--- src/rtl/axis_rr_mux.sv ---
// axis_rr_mux: N-to-1 AXI-Stream mux with packet-level round-robin arbitration.
// Ports: aclk/areset (sync, active-high); s_* per-channel slave streams packed
// channel i at [i*W +: W]; m_* master stream driven from a 2-entry output
// buffer; grant_valid/grant_ch expose the current grant; pkt_cnt counts
// packets completed on the master side.
module axis_rr_mux #(
    parameter int DATA_SIZE = 32,
    parameter int ID_SIZE   = 4,
    parameter int NUM_CH    = 4,
    parameter int USE_CH_ID = 1,
    localparam int KW = DATA_SIZE / 8,
    localparam int CW = $clog2(NUM_CH)
) (
    input  logic                      aclk,
    input  logic                      areset,
    input  logic [NUM_CH-1:0]         s_tvalid,
    output logic [NUM_CH-1:0]         s_tready,
    input  logic [NUM_CH-1:0]         s_tlast,
    input  logic [NUM_CH*DATA_SIZE-1:0] s_tdata,
    input  logic [NUM_CH*ID_SIZE-1:0] s_tid,
    input  logic [NUM_CH*KW-1:0]      s_tkeep,
    input  logic [NUM_CH*KW-1:0]      s_tstrb,
    output logic                      m_tvalid,
    output logic                      m_tlast,
    input  logic                      m_tready,
    output logic [DATA_SIZE-1:0]      m_tdata,
    output logic [ID_SIZE-1:0]        m_tid,
    output logic [KW-1:0]             m_tkeep,
    output logic [KW-1:0]             m_tstrb,
    output logic                      grant_valid,
    output logic [CW-1:0]             grant_ch,
    output logic [15:0]               pkt_cnt
);
    localparam int EW = DATA_SIZE + ID_SIZE + 2 * KW + 1;
    typedef enum logic {IDLE, BUSY} state_t;
    state_t state;
    logic [CW-1:0] last_grant, winner, cand;
    logic [EW-1:0] buf0, buf1, in_beat;
    logic [ID_SIZE-1:0] in_tid;
    logic [1:0] buf_count;
    logic accept, pop, room;
    // Walk downwards so the nearest channel after last_grant wins.
    always_comb begin
        winner = last_grant;
        cand = last_grant;
        for (int i = NUM_CH; i >= 1; i--) begin
            cand = CW'((int'(last_grant) + i) % NUM_CH);
            if (s_tvalid[cand]) winner = cand;
        end
    end
    // Ready depends only on registered state, never on m_tready.
    assign room = buf_count < 2'd2;
    always_comb begin
        s_tready = '0;
        if (state == BUSY && room) s_tready[grant_ch] = 1'b1;
    end
    assign accept = state == BUSY && room && s_tvalid[grant_ch];
    assign in_tid = USE_CH_ID != 0 ? ID_SIZE'(grant_ch) : s_tid[grant_ch*ID_SIZE +: ID_SIZE];
    assign in_beat = {s_tdata[grant_ch*DATA_SIZE +: DATA_SIZE], in_tid,
                      s_tkeep[grant_ch*KW +: KW], s_tstrb[grant_ch*KW +: KW], s_tlast[grant_ch]};
    assign {m_tdata, m_tid, m_tkeep, m_tstrb, m_tlast} = buf0;
    assign m_tvalid = buf_count != 2'd0;
    assign pop = m_tvalid && m_tready;
    always_ff @(posedge aclk) begin
        if (areset) begin
            state       <= IDLE;
            grant_valid <= 1'b0;
            grant_ch    <= '0;
            last_grant  <= CW'(NUM_CH - 1);
            buf0        <= '0;
            buf1        <= '0;
            buf_count   <= '0;
            pkt_cnt     <= '0;
        end else begin
            if (state == IDLE) begin
                if (|s_tvalid) begin
                    state       <= BUSY;
                    grant_valid <= 1'b1;
                    grant_ch    <= winner;
                    last_grant  <= winner;
                end
            end else if (accept && s_tlast[grant_ch]) begin
                state       <= IDLE;
                grant_valid <= 1'b0;
            end
            // A push alongside a pop can only happen with one entry held,
            // so the new beat becomes the head directly.
            if (accept) begin
                if (buf_count == 2'd0 || pop) buf0 <= in_beat;
                else buf1 <= in_beat;
            end else if (pop) begin
                buf0 <= buf1;
            end
            buf_count <= buf_count + {1'b0, accept} - {1'b0, pop};
            if (pop && m_tlast) pkt_cnt <= pkt_cnt + 16'd1;
        end
    end
endmodule

--- config.mk ---
export PLATFORM = sky130hd
export DESIGN_NAME = axis_rr_mux
export DESIGN_NICKNAME = d
export VERILOG_FILES = /design/src/rtl/axis_rr_mux.sv
export SDC_FILE = /design/constraint.sdc
export NUM_CORES = 1
export LEC_CHECK = 0
export ABC_AREA = 1
export BUFFER_PORTS_ARGS = -buffer_cell sky130_fd_sc_hd__buf_2
export CAP_MARGIN = 5
export CELL_PAD_IN_SITES_DETAIL_PLACEMENT = 1
export CELL_PAD_IN_SITES_GLOBAL_PLACEMENT = 2
export CORE_MARGIN = 1.5
export CORE_UTILIZATION = 24
export DETAILED_ROUTE_END_ITERATION = 10
export GPL_TIMING_DRIVEN = 0
export MAX_ROUTING_LAYER = met4
export PLACE_DENSITY_LB_ADDON = 0.1
export SKIP_CTS_REPAIR_TIMING = 1
export SYNTH_ARGS = -nofsm -noshare
export SYNTH_HDL_FRONTEND = slang
export SYNTH_SLANG_ARGS = --single-unit
--- constraint.sdc ---
create_clock -name aclk -period 2.1 [get_ports aclk]
set_input_delay 0.315 -clock aclk [delete_from_list [all_inputs] [get_ports aclk]]
set_output_delay 0.315 -clock aclk [all_outputs]
set_load 0.005 [all_outputs]
**After elaboration in Yosys (flattened, before gate mapping)**

Cells that the tools add are included.

- Logic and storage cells: 73
- Bits in registers: 112
- Output and inout bits: 69
- Input bits: 187

- $lt $le $gt $ge: 7
- Add/subtract/negate cells: 7
- Shift operators: 3
- Equality and inequality tests: 2
- Bitwise logic cells: 2
- Mux-type cells: 28
- Reduce and logical (&&, ||, !) cells: 16

Operators by type and width:

| cell | number |
|---|---|
| 45-bit two-way mux | 3 |
| 128-bit by 8-bit variable part select with 32-bit output | 1 |
| 16-bit by 5-bit variable part select with 4-bit output | 2 |
| 16-bit by 1-bit adder with 16-bit output (second input constant) | 1 |
| 2-bit by 3-bit < comparator with 1-bit output (second input constant) | 5 |
| 1-bit two-way mux | 13 |
| 1-bit binary-select mux with 2-bit select | 6 |
| 2-bit two-way mux | 4 |
| 2-bit AND reduction | 4 |
| 1-bit logical AND | 6 |
| 2-bit nonzero test | 3 |
| 2-bit by 1-bit adder with 2-bit output (second input constant) | 2 |
| 2-bit adder (second input constant) | 2 |
| 4-bit two-way mux | 1 |
| 2-bit by 1-bit inequality test with 1-bit output (second input constant) | 2 |
| 4-bit OR reduction | 1 |
| 2-bit by 1-bit adder with 2-bit output | 1 |
| 1-bit demux with 2-bit select | 1 |
| 2-bit by 1-bit greater-or-equal comparator with 1-bit output (second input constant) | 1 |
| 2-bit zero test | 1 |
| 2-bit < comparator (second input constant) | 1 |
| 1-bit NOT | 2 |
| 2-bit by 1-bit subtractor with 2-bit output | 1 |
| 1-bit logical OR | 1 |

**Logic depth before layout (Yosys ltp)**

Gate-level depths: netlist (run 1).

- Word-level depth: 7
- Depth in mapped cells: 13
- Mapped depth without buffers: 11

**Least setup slack after synthesis (run 1)**

No wires, ideal clock.

- Kind: flip-flop to flip-flop
- Start point: register grant_ch[0]
- End point: register buf_count[1]
- Arrival time: 1.564 ns
- Buffers on the path: 2
- Path slack: 0.421 ns
- Clock period less this slack: 1.679 ns
- Setup time: 0.115 ns
- Stages on the path, launching flop included: 14
- Data required time: 1.985 ns
- Cells stage by stage: dfxtp_1 buf_4 nand2_1 o21ai_1 nand2_1 nand2_2 nand2_1 buf_2 xor2_1 ha_1 inv_1 nand3_1 nand2_1 nor2_1

- Cells in the longest elaborated chain, start to end: 5

Ends and longest elaborated chain:

| what | line | text |
|---|---|---|
| start, declared | 31 | `output logic [CW-1:0] grant_ch,` |
| start signal, assigned | 79 | `grant_ch <= winner;` |
| 1-bit binary-select mux with 2-bit select | 57 | `assign accept = state == BUSY && room && s_tvalid[grant_ch];` |
| 1-bit two-way mux (implied by the code) | 57 |  |
| 1-bit logical AND | 57 |  |
| 2-bit by 1-bit adder with 2-bit output | 94 | `buf_count <= buf_count + {1'b0, accept} - {1'b0, pop};` |
| 2-bit by 1-bit subtractor with 2-bit output | 94 |  |
| end signal, assigned | 94 |  |
| end, declared | 40 | `logic [1:0] buf_count;` |

No other way between the ends. The select of a mux whose other input is x is not followed.
A chain may end at the register's enable or synchronous reset.

**Worst setup path in the final report (run 1)**

- Start point: register state
- End point: output s_tready[1]

- Cells in the longest elaborated chain, start to end: 2

Ends and longest elaborated chain:

| what | line | text |
|---|---|---|
| start, declared | 36 | `state_t state;` |
| start signal, assigned | 66 | `state <= IDLE;` |
| start signal, assigned | 77 | `state <= BUSY;` |
| start signal, assigned | 83 | `state <= IDLE;` |
| 1-bit logical AND | 55 | `if (state == BUSY && room) s_tready[grant_ch] = 1'b1;` |
| 4-bit two-way mux | 55 |  |
| end, declared | 17 | `output logic [NUM_CH-1:0] s_tready,` |

No other way between the ends.

==> flow_summary.ini, run 1 <==
[global_route]
track_usage_pct = 19.3
antenna_found_initial = 0
grt-ovfl-total = 0
grt_max_degree = 18
grt_pass1_wl_um = 38700
grt_pass1_vias = 7295

[floorplan]
core_um2 = 25000
start_util_pct = 24.3
die_h_um = 162
pin_count = 256
die_x_um = 162
dieArea_um2 = 26300
num_rows = 58

[place]
dp_hpwl_um = 18800
gp_congestion = 0.776
numPortBuffers = 237

[clock_network]
clockRootBuffer = clkbuf_16
clk-insertion-delay-late_ns = 0.36
clk_pin_slew_ns = 0.08
cts_sinks = 110
cts_tree = built
htreeDepth = 3
cts_buffers = 9
clock_path_buffers = 2

[route]
drtIter0Drc = 225
drt-wirelength-per-cell_um = 15.4
totalWireLength_um = 24300
final_antenna_net_count = 0
avgViaCountPerCell = 4.51
num_vias = 7101
drc_errors = 0
firstDrtPassIters = 4

[synthesis]
ys_seq_area_share_pct = 36.3
ys_ff_latch = 110
synth_top_area_share_pct = 36.3
post_synth_num_cell_types = 25
yosys_warnings = 0
netlist_area_um2 = 6070
synth_top_area_cell = dfxtp_1
synth_area_leaders = dfxtp_1 36%, nand2_1 20%, o21ai_0 7.7%
synth.avg_cell_area_um2 = 6.20
synth_cells = 979

[sta]
setup_violations = 0
worst_slew_pin_slew_ns = 0.605
fin_skew_ns = 0.00886
min_period_over_period_pct = 93.1
min_period_ns = 1.95
relSlewSlack_pct = 59.7
fmax_mhz = 512
slew_viol_final = 0
rsz0062_at_grt = no
hold_viol = 0

[worst_setup_path]
critPathKind = flip-flop to output pin
critPathRequiredTime_ns = 1.78
critPathMaxFanout = 10
crit_arrival_ns = 1.64
cp-end-kind = output pin
worst_setup_path_start_kind = flip-flop

[cells_and_area]
post-route-util_pct = 32.7
n_antenna_cell = 0
area_growth_syn_to_layout_pct = 34.6
layout-drive-gt1-share_pct = 26.4
nNetsFinal = 1427

[power_and_ir_drop]
ir_drop_mv = 0.500
power_leakage_nw = 3.89
p_per_area_nw_per_um2 = 1050
fin_total_pwr_mw = 8.62

[status]
status = finished clean

[run]
max_cap_viol_count = 0

[min_path]
hold_path_class = input pin to flip-flop
[path summary, 6_finish.rpt]
path / startpoint / endpoint / slack [ns] / depth (start not counted)
hold / removal: areset / pkt_cnt[14] / 0.19 / 2
setup reg to reg: grant_ch[1] / buf0[40] / 0.16 / 10
hold reg to reg: buf1[3] / buf1[3] / 0.44 / 2
setup / recovery: state / s_tready[1] / 0.15 / 6
[power breakdown]
group | internal (mW) | switching, mW
combinational | 1.34 | 2.34
clock | 1.32 | 0.854
sequential | 2.53 | 0.239
[logic make-up (layout without fill, tap and decap cells)]
family,Yosys count,in the layout,share of synthesized area [%]
simple gates,556,556,38.3
compound gates,164,164,13.6
buf+inv,142,405,10.8
flops,110,110,36.3
xor+xnor,4,4,0.577
fa+ha+maj,2,2,0.412
other cells,1,2,0.0618
[cell type report]
class                           instances  area [um^2]
Buffer                                 65          385
Inverter                               77          293
Clock buffer                           10          239
Fill cell                            3337        16800
Multi-Input combinational cell        728         3240
Timing Repair Buffer                  247         1260
Sequential cell                       110         2200
Tap cell                              330          413
Clock inverter                          6          133
[synth_stat cells, drive strengths merged]
cell    number
dfxtp      110
xor2         3
o211ai       1
xnor2        1
nor2       119
nand3b       1
nand4       45
clkbuf      19
ha           2
nor3b        1
nor3         8
nand3       58
nand2      324
o21ai      100
inv         77
a21oi       63
buf         46
conb         1
[cell usage in the layout (no fill, tap or decap), types with 2 or more instances in the layout]
cell type / n
nor3_1: 7
nor2_4: 2
clkbuf_16: 9
buf_4: 18
buf_2: 266
a21oi_1: 63
o21ai_1: 7
dfxtp_1: 109
bufinv_16: 4
clkbuf_1: 18
nand2_1: 320
conb_1: 2
inv_2: 3
nand4_1: 45
nand2_2: 3
o21ai_0: 93
nand3_1: 56
clkinvlp_4: 2
xor2_1: 3
nor2_1: 113
nor2_2: 4
inv_1: 73
ha_1: 2
nand3_2: 2
buf_6: 10
[worst max-delay path: stages (launching register included)]
cell	delay, ns
dfxtp_1	0.33
inv_1	0.08
nor2_4	0.18
buf_4	0.21
inv_1	0.12
nor3_1	0.19
buf_2	0.17
[metal layers]
layer | GRT usage, % | vias up | wire, um
li1 | - | 3657 | -
met1 | 24.6 | 3303 | 11600
met2 | 32.6 | 129 | 11600
met3 | 3.42 | 12 | 929
met4 | 3.00 | 0 | 230
met5 | - | - | 0
[state kept, by name, indices dropped and copies added (netlist names)]
signal       count
last_grant       2
pkt_cnt         16
buf1            43
state            1
grant_ch         2
buf_count        2
buf0            43
grant_valid      1
[per-stage QoR]
step                      hold slack, ns  instance area, um^2  setup TNS, ns  worst slack [ns]  instances
final                              0.186                 8170              0             0.145       1573
after floorplan                    0.384                 6070              0             0.421        980
after CTS                          0.163                 8040          -2.95            -0.537       1563
after global routing               0.189                 8170              0            0.0159       1573
after detailed placement           0.437                 7670         -0.657            -0.137       1547
after global placement             0.432                 7670         -0.639            -0.215       1547
(Power assumes the default switching activity.)
==> run 2: changes to the inputs <==
- CELL_PAD_IN_SITES_DETAIL_PLACEMENT: 1 -> unset
- CELL_PAD_IN_SITES_GLOBAL_PLACEMENT: 2 -> unset
- CORE_UTILIZATION: 24 -> 49
==> flow_summary.ini, run 2 (synthesized netlist as in run 1, its figures left out) <==
[cells_and_area]
area_growth_syn_to_layout_pct = 28.3
final_common_cell = nand2_1
n_antenna_cell = 0
top_regs = buf0 x43, buf1 x43, pkt_cnt x16
nFillCells = 1209
multi_input_area_um2 = 3220
final_cell_mix = 320 x nand2_1, 267 x buf_2, 114 x nor2_1, 110 x dfxtp_1, 93 x o21ai_0
nNetsFinal = 1417
final-seq-area_um2 = 2200
layout-drive-gt1-share_pct = 25.4

[worst_setup_path]
worst_setup_path_start_kind = flip-flop
crit_arrival_ns = 1.69
critPathKind = flip-flop to output pin
critPathRequiredTime_ns = 1.78
critPathMaxFanout = 10
cp-end-kind = output pin

[clock_network]
clk-insertion-delay-late_ns = 0.36
clk_pin_slew_ns = 0.07
htreeDepth = 3
cts_sinks = 110
clockRootBuffer = clkbuf_16
cts_tree = built
cts_buffers = 9
clock_path_buffers = 2

[power_and_ir_drop]
p_sw_mw = 3.15
ir_drop_mv = 0.553
intPower_mw = 4.77
p_per_area_nw_per_um2 = 1020
power_leakage_nw = 3.81
p_seq_share_pct = 34.8
power.share.clock_pct = 22.2
switching_share_pct = 39.8
combPwrFrac_pct = 43.1

[floorplan]
core_um2 = 12100
dieArea_um2 = 13100
die_x_um = 114
start_util_pct = 50.3
num_rows = 40
die_h_um = 114
pin_count = 256

[status]
status = finished clean

[place]
dp_hpwl_um = 14000
numPortBuffers = 237
gp_congestion = 0.863
place_ws_ns = 0.133

[sta]
min_period_ns = 2.00
worst_slew_pin_slew_ns = 0.535
setup_violations = 0
slew_viol_final = 0
fin_skew_ns = 0.00437
hold_viol = 0
hold_ws_ns = 0.192
min_period_over_period_pct = 95.5
rsz0062_at_grt = no
fmax_mhz = 499
layout_setup_ws_ns = 0.0952
relSlewSlack_pct = 64.2

[global_route]
track_usage_pct = 29.8
grtUsageMet2_pct = 48.6
met3_usage_pct = 4.87
antenna_found_initial = 0
top_usage_layer = met2
grtUsageMet1_pct = 39.1
grt_pass1_wl_um = 30300
grt-ovfl-total = 0
grt_pass1_vias = 6384
grt_max_degree = 17

[route]
drc_errors = 0
drt-wirelength-per-cell_um = 13.2
drtIter0Drc = 443
final_antenna_net_count = 0
totalWireLength_um = 18500
firstDrtPassIters = 5
avgViaCountPerCell = 5.02
num_vias = 7030

[min_path]
hold_path_class = input pin to flip-flop

[run]
max_cap_viol_count = 0
[run 2: path summary, 6_finish.rpt]
kind | start | endpoint | slack, ns | cells past startpoint
setup reg to reg | grant_ch[0] | buf_count[1] | 0.18 | 13
hold / removal | areset | pkt_cnt[14] | 0.19 | 2
hold reg to reg | buf1[35] | buf1[35] | 0.44 | 2
setup / recovery | state | s_tready[1] | 0.1 | 6
[run 2: power groups by stage]
stage | Clock (mW) | Sequential (mW) | Combinational, mW
2_1_floorplan | 0 | 2.79 | 2.11
5_1_grt | 1.88 | 2.80 | 3.85
3_5_place_dp | 0 | 2.79 | 3.37
3_3_place_gp | 0 | 2.79 | 3.34
4_1_cts | 1.77 | 2.75 | 3.39
6_report | 1.76 | 2.75 | 3.41
[run 2: critical path, cell delays in order (launching register included)]
cell      delay, ns
dfxtp_1        0.33
inv_1          0.08
nor2_4         0.23
clkbuf_4       0.26
inv_1          0.10
nor3_1         0.17
buf_2          0.17
[run 2: metal layers]
metal | routed length (um) | vias to the layer above
li1 | - | 3644
met1 | 8350 | 3135
met2 | 8840 | 235
met3 | 1080 | 16
met4 | 218 | 0
met5 | 0 | -
[run 2: final cells by class]
class                   count  area share, %
plain buffers              65           4.82
clock buffers              12           3.29
clock inverters             4          0.578
inverters                  77           3.71
multi-input cells         728           41.4
flip-flops and latches    110           28.3
well taps                 168           2.70
repair buffers            237           15.2
[run 2: per-stage QoR]
stage / total power, mW / TNS, ns / utilization (%) / instance area [um^2] / instances
CTS: 7.91 / -0.638 / 64.4 / 7770 / 1401
floorplan: 4.91 / 0 / - / 6070 / 980
global route: 8.53 / 0 / 64.6 / 7790 / 1401
global placement: 6.14 / 0 / 61.9 / 7470 / 1385
finish: 7.92 / 0 / 64.6 / 7790 / 1401
detailed placement: 6.16 / 0 / 61.9 / 7470 / 1385
==> run 3: changes to the inputs <==
- PLACE_DENSITY: unset -> 0.84
- PLACE_DENSITY_LB_ADDON: 0.1 -> unset
==> flow_summary.ini, run 3 (synthesized netlist as in run 1, its figures left out) <==
[cells_and_area]
n_antenna_cell = 0
nFillCells = 1185
layout-drive-gt1-share_pct = 25.7
post-route-util_pct = 64.7
top_regs = buf0 x43, buf1 x43, pkt_cnt x16
nNetsFinal = 1421
final_cell_mix = 320 x nand2_1, 266 x buf_2, 113 x nor2_1, 110 x dfxtp_1, 93 x o21ai_0
area_growth_syn_to_layout_pct = 28.7
final_common_cell = nand2_1

[power_and_ir_drop]
intPower_mw = 4.71
ir_drop_mv = 0.693
switching_share_pct = 40.3
power.share.clock_pct = 21.3
power_leakage_nw = 3.82
combPwrFrac_pct = 43.8
p_seq_share_pct = 34.9
p_per_area_nw_per_um2 = 1010
p_sw_mw = 3.18
fin_total_pwr_mw = 7.88

[route]
firstDrtPassIters = 5
drc_errors = 0
drt-wirelength-per-cell_um = 13.6
num_vias = 7226
avgViaCountPerCell = 5.14
final_antenna_net_count = 0
drtIter0Drc = 485
totalWireLength_um = 19200

[worst_setup_path]
critPathKind = flip-flop to flip-flop
critPathSlowestCell = dfxtp_1
critPathRequiredTime_ns = 2.36
timing.rr.start = grant_ch[0]
path_common_cell = nand2_1
worst_setup_path_start_kind = flip-flop
startpoint = grant_ch[0]
cp-end-kind = flip-flop
cpPeakStageDelay_ns = 0.37
crit_arrival_ns = 2.20
worstPathCellList = buf_4, nand2_1, o21ai_1, nand2_1, nand2_4, nand2_1, clkbuf_4, xor2_1, ha_1, inv_1, nand3_1, nand2_1, nor2_1
critPathMaxFanout = 10

[global_route]
grt-ovfl-total = 0
antenna_found_initial = 0
grt_pass1_vias = 6546
track_usage_pct = 30.7
grt_pass1_wl_um = 30800
grt_max_degree = 17

[clock_network]
htreeDepth = 3
cts_sinks = 110
clk-insertion-delay-late_ns = 0.36
clockRootBuffer = clkbuf_16
cts_tree = built
clock_path_buffers = 2
clk_pin_slew_ns = 0.07
cts_buffers = 9

[place]
gp_congestion = 0.913
dp_hpwl_um = 14300
numPortBuffers = 237

[sta]
min_period_ns = 1.95
worst_slew_pin_slew_ns = 0.519
fmax_mhz = 514
slew_viol_final = 0
hold_viol = 0
min_period_over_period_pct = 92.7
rsz0062_at_grt = no
setup_violations = 0
relSlewSlack_pct = 65.4
hold_ws_ns = 0.189
fin_skew_ns = 0.00580

[min_path]
hold_path_class = input pin to flip-flop
hp-start = areset

[floorplan]
die_h_um = 114
core_um2 = 12100
die_x_um = 114
dieArea_um2 = 13100
pin_count = 256
num_rows = 40
start_util_pct = 50.3

[run]
max_cap_viol_count = 0

[status]
status = finished clean
## run 3: layer usage
metal | vias to the layer above | wire length (um) | track usage, %
li1 | 3653 | - | -
met4 | 0 | 367 | 9.00
met5 | - | 0 | -
met2 | 268 | 9210 | 50.7
met3 | 35 | 1160 | 6.19
met1 | 3270 | 8410 | 38.1
## run 3: critical path, delay by kind of cell (launching register included)
family                   cells  cell delay (ns)
AO/OA/AOI/OAI                1             0.09
buffers and inverters        3             0.48
flip-flops                   1             0.37
XOR/XNOR                     1             0.16
AND/OR/NAND/NOR              7             0.58
adder cells (fa/ha/maj)      1             0.18
## run 3: power by group through the flow
stage	logic [mW]	clock network [mW]	registers, mW
floorplan	2.11	0	2.79
global placement	3.32	0	2.78
detailed placement	3.36	0	2.79
CTS	3.38	1.70	2.75
global route	3.87	1.78	2.80
finish	3.45	1.68	2.75
## run 3: metrics by stage
stage	setup TNS, ns	instances	cell area, um^2	setup slack, ns
floorplan	0	980	6070	0.421
global placement	0	1385	7470	0.121
detailed placement	0	1385	7470	0.132
CTS	-0.764	1401	7760	-0.211
global route	0	1405	7810	0.0115
finish	0	1405	7810	0.153
## run 3: path summary, 6_finish.rpt
kind              slack, ns      endpoint  depth (start not counted)
setup reg to reg       0.15  buf_count[1]                         13
hold reg to reg        0.44      buf1[30]                          2
setup / recovery       0.15  buf_count[1]                         13
hold / removal         0.19   pkt_cnt[14]                          2
## run 3: cell type report
cell class	instances	area, um^2	area share [%]
repair buffers	241	1220	15.6
plain buffers	65	378	4.84
clock buffers	13	270	3.46
well taps	168	210	2.69
inverters	77	289	3.70
flip-flops and latches	110	2200	28.2
clock inverters	3	17.5	0.224
multi-input cells	728	3230	41.3
